==> config.mk <==
export PLATFORM = sky130hd
export DESIGN_NAME = led_mode_ctrl
export DESIGN_NICKNAME = d
export VERILOG_FILES = /design/src/rtl/led_mode_ctrl.sv
export SDC_FILE = /design/constraint.sdc
export NUM_CORES = 1
export LEC_CHECK = 0
export CAP_MARGIN = 20
export CELL_PAD_IN_SITES_DETAIL_PLACEMENT = 1
export CELL_PAD_IN_SITES_GLOBAL_PLACEMENT = 1
export CORE_MARGIN = 3
export CORE_UTILIZATION = 50
export DETAILED_ROUTE_END_ITERATION = 10
export GPL_TIMING_DRIVEN = 0
export HOLD_SLACK_MARGIN = 0.05
export PLACE_DENSITY = 0.88
export SLEW_MARGIN = 20
export SYNTH_ARGS = -nofsm -noshare
export SYNTH_HDL_FRONTEND = slang
export SYNTH_SLANG_ARGS = --single-unit
==> constraint.sdc <==
create_clock -name clk -period 7.9 [get_ports clk]
set_clock_uncertainty 0.1 [all_clocks]
set_input_delay 1.58 -clock clk [delete_from_list [all_inputs] [get_ports clk]]
set_output_delay 1.58 -clock clk [all_outputs]
set_load 0.005 [all_outputs]
==> src/rtl/led_mode_ctrl.sv <==
// rtl/led_mode_ctrl.sv - debounced four-button LED pattern/speed/auto selector
// Buttons: up/dn step mode 0..9 with hold auto-repeat, speed steps mode_hz 0..4, auto toggles.
module led_mode_ctrl #(
  parameter logic [19:0] DEB_CYCLES    = 20'd500000,
  parameter logic [24:0] HOLD_CYCLES   = 25'd25000000,
  parameter logic [24:0] REPEAT_CYCLES = 25'd5000000
) (
  input  logic       clk,
  input  logic       reset,
  input  logic       btn_up,
  input  logic       btn_dn,
  input  logic       btn_speed,
  input  logic       btn_auto,
  output logic [3:0] mode,
  output logic [2:0] mode_hz,
  output logic       auto,
  output logic       chg
);
  localparam logic [19:0] DEB_LAST = (DEB_CYCLES == 20'd0) ? 20'd0 : DEB_CYCLES - 20'd1;
  localparam logic [24:0] REP_LAST = (REPEAT_CYCLES == 25'd0) ? 25'd0 : REPEAT_CYCLES - 25'd1;

  // bit order everywhere: 0 up, 1 dn, 2 speed, 3 auto
  logic [3:0]  raw, sync1, sync2, deb, deb_d, press;
  logic [19:0] deb_cnt [4];
  logic [24:0] hold_cnt [2];
  logic [24:0] rep_cnt [2];
  logic [1:0]  step;
  logic        up_ev, dn_ev;
  logic [3:0]  mode_nxt;
  logic [2:0]  hz_nxt;
  logic        auto_nxt;

  assign raw = {btn_auto, btn_speed, btn_dn, btn_up};

  always_ff @(posedge clk) begin
    if (reset) begin
      sync1 <= '0;
      sync2 <= '0;
      deb   <= '0;
      deb_d <= '0;
      press <= '0;
      for (int i = 0; i < 4; i++) deb_cnt[i] <= '0;
    end else begin
      sync1 <= raw;
      sync2 <= sync1;
      deb_d <= deb;
      press <= deb & ~deb_d;
      for (int i = 0; i < 4; i++) begin
        if (sync2[i] == deb[i]) begin
          deb_cnt[i] <= '0;
        end else if (deb_cnt[i] >= DEB_LAST) begin
          deb[i]     <= sync2[i];
          deb_cnt[i] <= '0;
        end else begin
          deb_cnt[i] <= deb_cnt[i] + 20'd1;
        end
      end
    end
  end

  // hold_cnt is the hold-cycle index (press cycle = 0), saturating at HOLD_CYCLES;
  // rep_cnt then free-runs modulo REPEAT_CYCLES to pace the repeat steps.
  always_ff @(posedge clk) begin
    for (int i = 0; i < 2; i++) begin
      if (reset || !deb_d[i]) begin
        hold_cnt[i] <= '0;
        rep_cnt[i]  <= '0;
      end else if (hold_cnt[i] < HOLD_CYCLES) begin
        hold_cnt[i] <= hold_cnt[i] + 25'd1;
      end else if (rep_cnt[i] >= REP_LAST) begin
        rep_cnt[i] <= '0;
      end else begin
        rep_cnt[i] <= rep_cnt[i] + 25'd1;
      end
    end
  end

  assign step[0] = deb_d[0] && !press[0] && !deb_d[1] &&
                   (hold_cnt[0] == HOLD_CYCLES) && (rep_cnt[0] == 25'd0);
  assign step[1] = deb_d[1] && !press[1] && !deb_d[0] &&
                   (hold_cnt[1] == HOLD_CYCLES) && (rep_cnt[1] == 25'd0);

  always_comb begin
    up_ev    = press[0] | step[0];
    dn_ev    = press[1] | step[1];
    mode_nxt = mode;
    hz_nxt   = mode_hz;
    auto_nxt = auto ^ press[3];
    // mode moves only if auto was off before this cycle's toggle
    if (!auto && up_ev && !dn_ev) begin
      mode_nxt = (mode >= 4'd9) ? 4'd0 : mode + 4'd1;
    end else if (!auto && dn_ev && !up_ev) begin
      mode_nxt = (mode == 4'd0 || mode > 4'd9) ? 4'd9 : mode - 4'd1;
    end
    if (press[2]) begin
      hz_nxt = (mode_hz >= 3'd4) ? 3'd0 : mode_hz + 3'd1;
    end
  end

  always_ff @(posedge clk) begin
    if (reset) begin
      mode    <= 4'd0;
      mode_hz <= 3'd0;
      auto    <= 1'b0;
      chg     <= 1'b0;
    end else begin
      mode    <= mode_nxt;
      mode_hz <= hz_nxt;
      auto    <= auto_nxt;
      chg     <= (mode_nxt != mode) || (hz_nxt != mode_hz) || (auto_nxt != auto);
    end
  end
endmodule

# Yosys cells after proc, flatten, opt, wreduce, memory -nomap -nowiden
# Memory sizes are Yosys's and may differ from the RTL's.
# Index checks and enable logic that the tools add are counted.
[op_classes]
add_sub_neg = 11
n_lt_le_gt_ge = 11
n_eq_ne = 9
mux = 96
n_bitwise = 27
reduce_logical = 31
[ops]
columns = ["operator", "count"]
rows = [
  ["2-to-1 mux 20 bit", 12],
  ["2-to-1 mux 25 bit", 6],
  ["adder 25 x 1 -> 25 bit, second input constant", 4],
  ["adder 20 x 1 -> 20 bit, second input constant", 4],
  [">= comparator 20 x 19 -> 1 bit, second input constant", 4],
  ["2-to-1 mux 1 bit", 72],
  ["== test 25 bit, second input constant", 2],
  [">= comparator 25 x 23 -> 1 bit, second input constant", 2],
  ["logical NOT 25 bit", 2],
  ["< comparator 25 bit, second input constant", 2],
  ["bitwise OR 1 bit", 20],
  ["2-to-1 mux 4 bit", 4],
  ["logical AND 1 bit", 12],
  ["AND reduction 2 bit", 4],
  ["logical NOT 1 bit", 7],
  ["2-to-1 mux 3 bit", 2],
  ["logical OR 1 bit", 5],
  ["adder 4 x 1 -> 4 bit, second input constant", 1],
  ["bitwise AND 4 bit", 1],
  ["== test 1 bit", 4],
  [">= comparator 4 bit, second input constant", 1],
  ["> comparator 4 bit, second input constant", 1],
  ["logical NOT 4 bit", 1],
  ["!= test 4 bit", 1],
  ["8 further kinds", 11],
]
[totals]
reg_bits = 29
ram_bits = 180
inputBits = 6
out_inout_bits = 9
mem_count = 3
[mem_list]
columns = ["memory", "words", "word_bits", "rd", "rd_ports_with_merged_regs", "wr", "line_no", "text"]
rows = [
  ["deb_cnt", 4, 20, 4, 0, 4, "24", "logic [19:0] deb_cnt [4];"],
  ["hold_cnt", 2, 25, 2, 0, 2, "25", "logic [24:0] hold_cnt [2];"],
  ["rep_cnt", 2, 25, 2, 0, 2, "26", "logic [24:0] rep_cnt [2];"],
]

# Longest topological paths before layout
# Gate-level depths: netlist of run 1.
[depth]
depth_word = 13
depth_mapped = 9
depth_no_buf = 8

# Least setup slack after synthesis of run 1
# Ideal clock, no wire load.
[synth_timing]
kind = "reg2reg"
startpoint = "memory hold_cnt[0][9]"
endpoint = "memory rep_cnt[0][15], data pin"
arrival_ns = 3.109
path_slack_ns = 4.425
stages_incl_launch_ff = 8
n_path_buf = 1
path_cell_list = "edfxtp_1 or4_4 o211ai_1 a211oi_1 o211ai_1 a21o_1 clkbuf_1 nor2_1"
[synth_lines]
columns = ["element", "line_no"]
rows = [
  ["from (decl)", "25"],
  ["to (decl)", "26"],
]

==> impl_metrics.json, run 1 <==
{
  "dieWidth_um": 154,
  "track_usage_pct": 22.5,
  "core-area_mm2": 0.0214,
  "hold_path.class": "reg2reg",
  "power_density_mw_per_mm2": 190,
  "hold-path-endpoint": "press[2]",
  "die_h_um": 154,
  "avgRoutedWirePerCell_um": 17.8,
  "path_class": "in2reg",
  "ys_ff_latch": 209,
  "finalHoldViolCount": 0,
  "end_kind": "register",
  "clock.fmax_ghz": 0.264,
  "hold_path_depth": 1,
  "layout.nets": 1211,
  "synth_edf_count": 180,
  "cts_tree": "yes",
  "async_flop_share_pct": 0,
  "grt_first_pass_wirelength_mm": 44.6,
  "dp_hpwl_mm": 18.3,
  "max_slew_margin_pct": 40.4,
  "hold_path.startpoint": "deb_d[2]",
  "drc": 0,
  "setup_violations": 0,
  "cts.repair.resized": 0,
  "h-tree-depth": 1,
  "yosys.cell_types.count": 61,
  "peakVddDrop_uv": 167,
  "ant_nets": 0,
  "whs_ps": 287,
  "cts_setup_buffers": 0,
  "drv_cap": 0,
  "io_buffers": 14,
  "rrSetupSlack_ps": 4460,
  "cp.required_ps": 8050,
  "r2r-start": "hold_cnt[0][9]",
  "die_area_mm2": 0.0238,
  "avgSynthCellArea_um2": 10.4,
  "vias_per_cell": 5.59,
  "synthToLayoutAreaGrowth_pct": 15.4,
  "netlist_area_mm2": 0.0110,
  "drtIter0Drc": 402,
  "yosysTopAreaCell": "edfxtp_1",
  "clk_path_buf_depth": 3,
  "cp_slowest_cell": "clkdlybuf4s50_1",
  "crit_path_start_kind": "primary input",
  "rsz0062_at_grt": "false",
  "first_pass_iters": 5,
  "post-route-period-util_pct": 48.0,
  "clkTransAtPathRegs_ps": 60,
  "synth_top_cell_area_share_pct": 49.1,
  "tightest_slew_ps": 883,
  "initial_core_util_pct": 51.6,
  "num-fill-cells": 2372,
  "cts_sinks": 209,
  "rows": 53,
  "root_buffer": "clkbuf_16",
  "grt-ovfl-total": 0,
  "fin_tns_setup_ps": 0,
  "vias": 8273,
  "place.gp.congestion": 0.806,
  "num_antenna_cells": 0,
  "grt_max_degree": 30,
  "cp_max_fo": 10,
  "critical_path.max_stage_delay_ps": 700,
  "cp.arrival_ps": 3940,
  "antenna_found_initial": 0,
  "final_cell_mix": "nor2_1, edfxtp_1, conb_1, xor2_1, xnor2_1",
  "path_cells": "clkdlybuf4s50_1 > clkbuf_1 > or3_1 > clkbuf_1 > clkbuf_1 > nor2_1",
  "critPathTopFamily": "buffers and inverters",
  "reg2regPathDepth": 8,
  "cts_buffers": 24,
  "yosysWarnings": 0,
  "clk_latency_ps": 530,
  "drv_slew": 0,
  "routed_wirelength_mm": 26.4,
  "cpMostUsedCell": "clkbuf_1",
  "cts_hold_buf": 0,
  "yosysSeqAreaShare_pct": 54.4,
  "drive_gt1_share_pct": 5.06,
  "p_leak_nw": 4.38,
  "critPathBufInv": 4,
  "synth_ff_type": "edfxtp_1",
  "min_period_ps": 3790,
  "grt_pass1_vias": 8968,
  "rr_endpoint": "rep_cnt[0][19]",
  "synthTopCellsByArea": "edfxtp_1, nor2_1, xor2_1, xnor2_1, dfxtp_1",
  "final_common_cell": "nor2_1",
  "syn_inst": 1055,
  "io_pins": 15,
  "outcome": "complete, no violations"
}
==> logic make-up after synthesis <==
family / count (synthesis) / synth area share [%]
AO/OA/AOI/OAI: 67 / 4.73
XOR/XNOR: 154 / 12.3
adder cells (fa/ha/maj): 18 / 2.05
buffers and inverters: 63 / 2.15
flip-flops: 209 / 54.4
multiplexers: 5 / 0.466
other: 2 / 0.0682
AND/OR/NAND/NOR: 537 / 23.9
==> through the flow <==
stage / utilization [%] / total power, W / instance area (um2) / setup slack, ps / cells
floorplan: - / 0.00131 / 11300 / 4420 / 1141
global placement: 55.3 / 0.00133 / 11800 / 3130 / 1430
detailed placement: 55.9 / 0.00134 / 11900 / 3580 / 1436
CTS: 59.5 / 0.00243 / 12700 / 4140 / 1480
global route: 59.5 / 0.00249 / 12700 / 3970 / 1480
finish: 59.5 / 0.00241 / 12700 / 4110 / 1480
==> worst max path at each step <==
| stage | startpoint | endpoint | slack, ps | cells after the start |
|---|---|---|---|---|
| after CTS | reset | deb_cnt[1][16] | 4140 | 6 |
| after floorplan | hold_cnt[0][9] | rep_cnt[0][15] | 4420 | 7 |
| after global placement | reset | rep_cnt[1][8] | 3130 | 5 |
| final | reset | deb_cnt[1][16] | 4110 | 6 |
| after detailed placement | reset | deb_cnt[1][16] | 3580 | 6 |
| after global routing | reset | deb_cnt[1][16] | 3970 | 6 |
==> metal layers <==
metal | GRT usage [%] | wire (um) | vias up
li1 | - | - | 3955
met1 | 28.0 | 11300 | 4126
met2 | 40.7 | 13600 | 137
met3 | 2.94 | 831 | 55
met4 | 6.77 | 726 | 0
met5 | 0 | 0 | -
==> cell usage after synthesis (4+ instances only) <==
| library cell | number |
|---|---|
| o211ai_1 | 4 |
| o41ai_1 | 6 |
| and4_1 | 12 |
| o21ai_0 | 9 |
| nand3_1 | 48 |
| a21oi_1 | 11 |
| and3_1 | 22 |
| nand4_1 | 46 |
| nor4b_1 | 4 |
| xor2_1 | 84 |
| nor4_1 | 16 |
| nand2b_1 | 4 |
| or3_1 | 11 |
| o21a_1 | 4 |
| ha_1 | 18 |
| xnor2_1 | 70 |
| inv_1 | 32 |
| a31oi_1 | 8 |
| nor2_1 | 213 |
| edfxtp_1 | 180 |
| nor3_1 | 48 |
| mux2i_1 | 4 |
| or2_2 | 6 |
| nor2b_1 | 20 |
| nand2_1 | 69 |
| dfxtp_1 | 29 |
| clkbuf_1 | 29 |
==> registers in the layout, indices dropped and copies added (netlist names) <==
name,cells
deb_cnt,80
rep_cnt,50
deb_d,4
hold_cnt,50
press,4
sync1,4
auto,1
chg,1
mode_hz,3
deb,4
mode,4
sync2,4
==> layout make-up <==
type                            count  area (um2)  area share, %
Sequential cell                   209        5990           47.1
Multi-Input combinational cell    869        5120           40.3
Clock buffer                       38         714           5.62
Tap cell                          275         344           2.71
Timing Repair Buffer               20         238           1.87
Inverter                           32         120          0.945
Buffer                             31         119          0.936
Clock inverter                      6        65.1          0.512
==> power by group <==
part	leakage [nW]	internal, W	switching [W]	total [W]
clock	0.382	0.000653	0.000441	0.00109
combinational	1.71	0.0000301	0.0000469	0.0000769
sequential	2.28	0.00122	0.0000282	0.00124
Note: power is estimated with default switching activity, not from simulation.
==> run 2: changes to the inputs <==
Clock period 7.9 ns to 3.9 ns, I/O delays scaled along.
==> results of run 2 <==
Same layout as run 1 (identical final DEF). Status: complete, no violations.
Main changes from that run: setup slack after placement 3580 ps -> 379 ps; setup slack after layout 4110 ps -> 457 ps; start point of the critical path reset -> hold_cnt[0][9]; end point of the critical path deb_cnt[1][16] -> rep_cnt[0][19]; register-to-register setup slack 4460 ps -> 460 ps; total power 0.00241 W -> 0.00489 W; worst IR drop on VDD 167 uV -> 339 uV
==> run 3: changes to the inputs <==
Settings changed: CORE_MARGIN 3 to unset, CTS_BUF_LIST set to sky130_fd_sc_hd__clkbuf_4 sky130_fd_sc_hd__clkbuf_8.
==> run 3 against run 2 <==
  * Routed wire length rose by 1.2%
  * Fmax about the same
  * Combinational power about the same
  * Setup slack better by 3.0 ps
  * Design area is 0.43% higher
  * Clock power up 2%
  * Die area fell by 5.1%
  * Sequential share of layout area is 0.20 points lower
  * Clock-buffer cell count up 15
  * Non-clock buffer count stayed put
  * Via count rose by 1.2%
  * Register-to-register slack about the same
  * Critical path type unchanged
  * Critical endpoint is now rep_cnt[0][18]
  * Largest cell class unchanged
  * Largest power group unchanged
  * Highest routed layer unchanged
==> impl_metrics.json, run 3 (same netlist as run 1, synthesis figures left out) <==
{
  "outcome": "complete, no violations",
  "finalHoldViolCount": 0,
  "min_period_ps": 3440,
  "place_ws_ps": 383,
  "drc": 0,
  "critical_path.max_stage_delay_ps": 690,
  "path_class": "reg2reg",
  "die_h_um": 150,
  "cp_max_fo": 10,
  "cpMostUsedCell": "o211ai_1",
  "ant_nets": 0,
  "fin_tns_setup_ps": 0,
  "grt-ovfl-total": 0,
  "clk_latency_ps": 540,
  "io_buffers": 14,
  "p_switching_w": 0.00111,
  "cp.arrival_ps": 3590,
  "combPwrFrac_pct": 3.2,
  "crit_path_start_kind": "register",
  "grt_use_met1_pct": 29.6,
  "final_cell_area_mm2": 0.0128,
  "final_core_util_pct": 59.9,
  "final_cell_mix": "nor2_1, edfxtp_1, conb_1, xor2_1, xnor2_1",
  "use_met3_pct": 3.67,
  "cts_sinks": 209,
  "cp_slowest_cell": "o211ai_1",
  "core-area_mm2": 0.0213,
  "final_common_cell": "nor2_1",
  "grt_first_pass_wirelength_mm": 43.9,
  "grt_pass1_vias": 8853,
  "vias": 8370,
  "num_antenna_cells": 0,
  "p_int_w": 0.00382,
  "vias_per_cell": 5.56,
  "routed_wirelength_mm": 26.7,
  "cts_tree": "yes",
  "root_buffer": "clkbuf_8",
  "synthToLayoutAreaGrowth_pct": 15.9,
  "peakVddDrop_uv": 325,
  "track_usage_pct": 24.5,
  "setup_violations": 0,
  "grt_max_degree": 25,
  "max_slew_margin_pct": 26.0,
  "rsz0062_at_grt": "false",
  "cts_hold_buf": 0,
  "clkTransAtPathRegs_ps": 60,
  "cts_setup_buffers": 0,
  "met2_usage_pct": 44.4,
  "p_total_w": 0.00492,
  "drv_slew": 0,
  "clkPwrFrac_pct": 45.6,
  "clock.fmax_ghz": 0.291,
  "largest_register_ffs": 80,
  "h-tree-depth": 2,
  "top_register": "deb_cnt",
  "io_pins": 15,
  "end_kind": "register",
  "initial_core_util_pct": 51.7,
  "layout.nets": 1225,
  "antenna_found_initial": 0,
  "dieWidth_um": 150,
  "clk_path_buf_depth": 3,
  "busiest_layer": "met2",
  "hold_path_depth": 1,
  "cp.required_ps": 4050,
  "power_density_mw_per_mm2": 386,
  "drv_cap": 0,
  "fin_ws_ps": 460,
  "path_cells": "or4_4 > o211ai_1 > a211oi_1 > o211ai_1 > buf_4 > a21o_1 > clkbuf_1 > nor2_1",
  "post-route-period-util_pct": 88.2,
  "drive_gt1_share_pct": 7.32,
  "dp_hpwl_mm": 18.2,
  "power_frac_seq_pct": 51.2,
  "place_area_mm2": 0.0119,
  "reg2regPathDepth": 8,
  "first_pass_iters": 4,
  "hold_path.class": "reg2reg",
  "avgRoutedWirePerCell_um": 17.8,
  "drtIter0Drc": 442,
  "cts_buffers": 38,
  "place.gp.congestion": 0.797,
  "tightest_slew_ps": 1100,
  "rows": 53,
  "p_leak_nw": 4.43,
  "die_area_mm2": 0.0226,
  "cts.repair.resized": 0,
  "largestRegisters": "deb_cnt x80, hold_cnt x50, rep_cnt x50",
  "p_sw_share_pct": 22.5
}
## run 3: changes by cell type in the layout (fill, tap and decap cells not counted), moves of 2 or more
cell	change
clkbuf_8	+44
clkbuf_16	-25
clkbuf_1	-9
clkbuf_4	+5
clkinv_1	+5
clkinv_2	+4
buf_12	-2
buf_16	+2
## run 3: metrics by stage
stage / std cells / hold slack [ps]
floorplan: 1141 / 267
global placement: 1430 / 272
detailed placement: 1436 / 282
CTS: 1505 / 296
global route: 1505 / 304
finish: 1505 / 292
## run 3: area by class of cell
class / instances / area, um2
Fill cell: 2366 / 8530
Sequential cell: 209 / 5990
Multi-Input combinational cell: 869 / 5120
Clock buffer: 53 / 698
Tap cell: 275 / 344
Timing Repair Buffer: 20 / 249
Clock inverter: 16 / 125
Inverter: 32 / 120
Buffer: 31 / 119
## run 3: layer usage
| layer | up-vias | share of wire, % |
|---|---|---|
| met5 | - | 0 |
| met2 | 155 | 52 |
| met4 | 0 | 2.7 |
| li1 | 3985 | - |
| met3 | 61 | 3.0 |
| met1 | 4169 | 42 |
## run 3: power by group through the flow
stage               Combinational, W  Sequential [W]  Clock (W)
finish                      0.000156         0.00252    0.00225
global route                0.000174         0.00253    0.00237
CTS                         0.000152         0.00252    0.00229
detailed placement          0.000149         0.00257          0
global placement            0.000140         0.00256          0
floorplan                   0.000108         0.00255          0
## run 3: critical path, delay by kind of cell (launching register included)
family / cells / cell delay, ps
compound gates: 4 / 1180
simple gates: 2 / 700
buf+inv: 2 / 700
flops: 1 / 470
## run 3: path summary, 6_finish.rpt
check                           slack [ps]           start             end
worst min register to register         290        deb_d[3]        press[3]
worst max register to register         460  hold_cnt[0][9]  rep_cnt[0][18]
worst max-delay path                   460  hold_cnt[0][9]  rep_cnt[0][18]
worst min-delay path                   290        deb_d[3]        press[3]
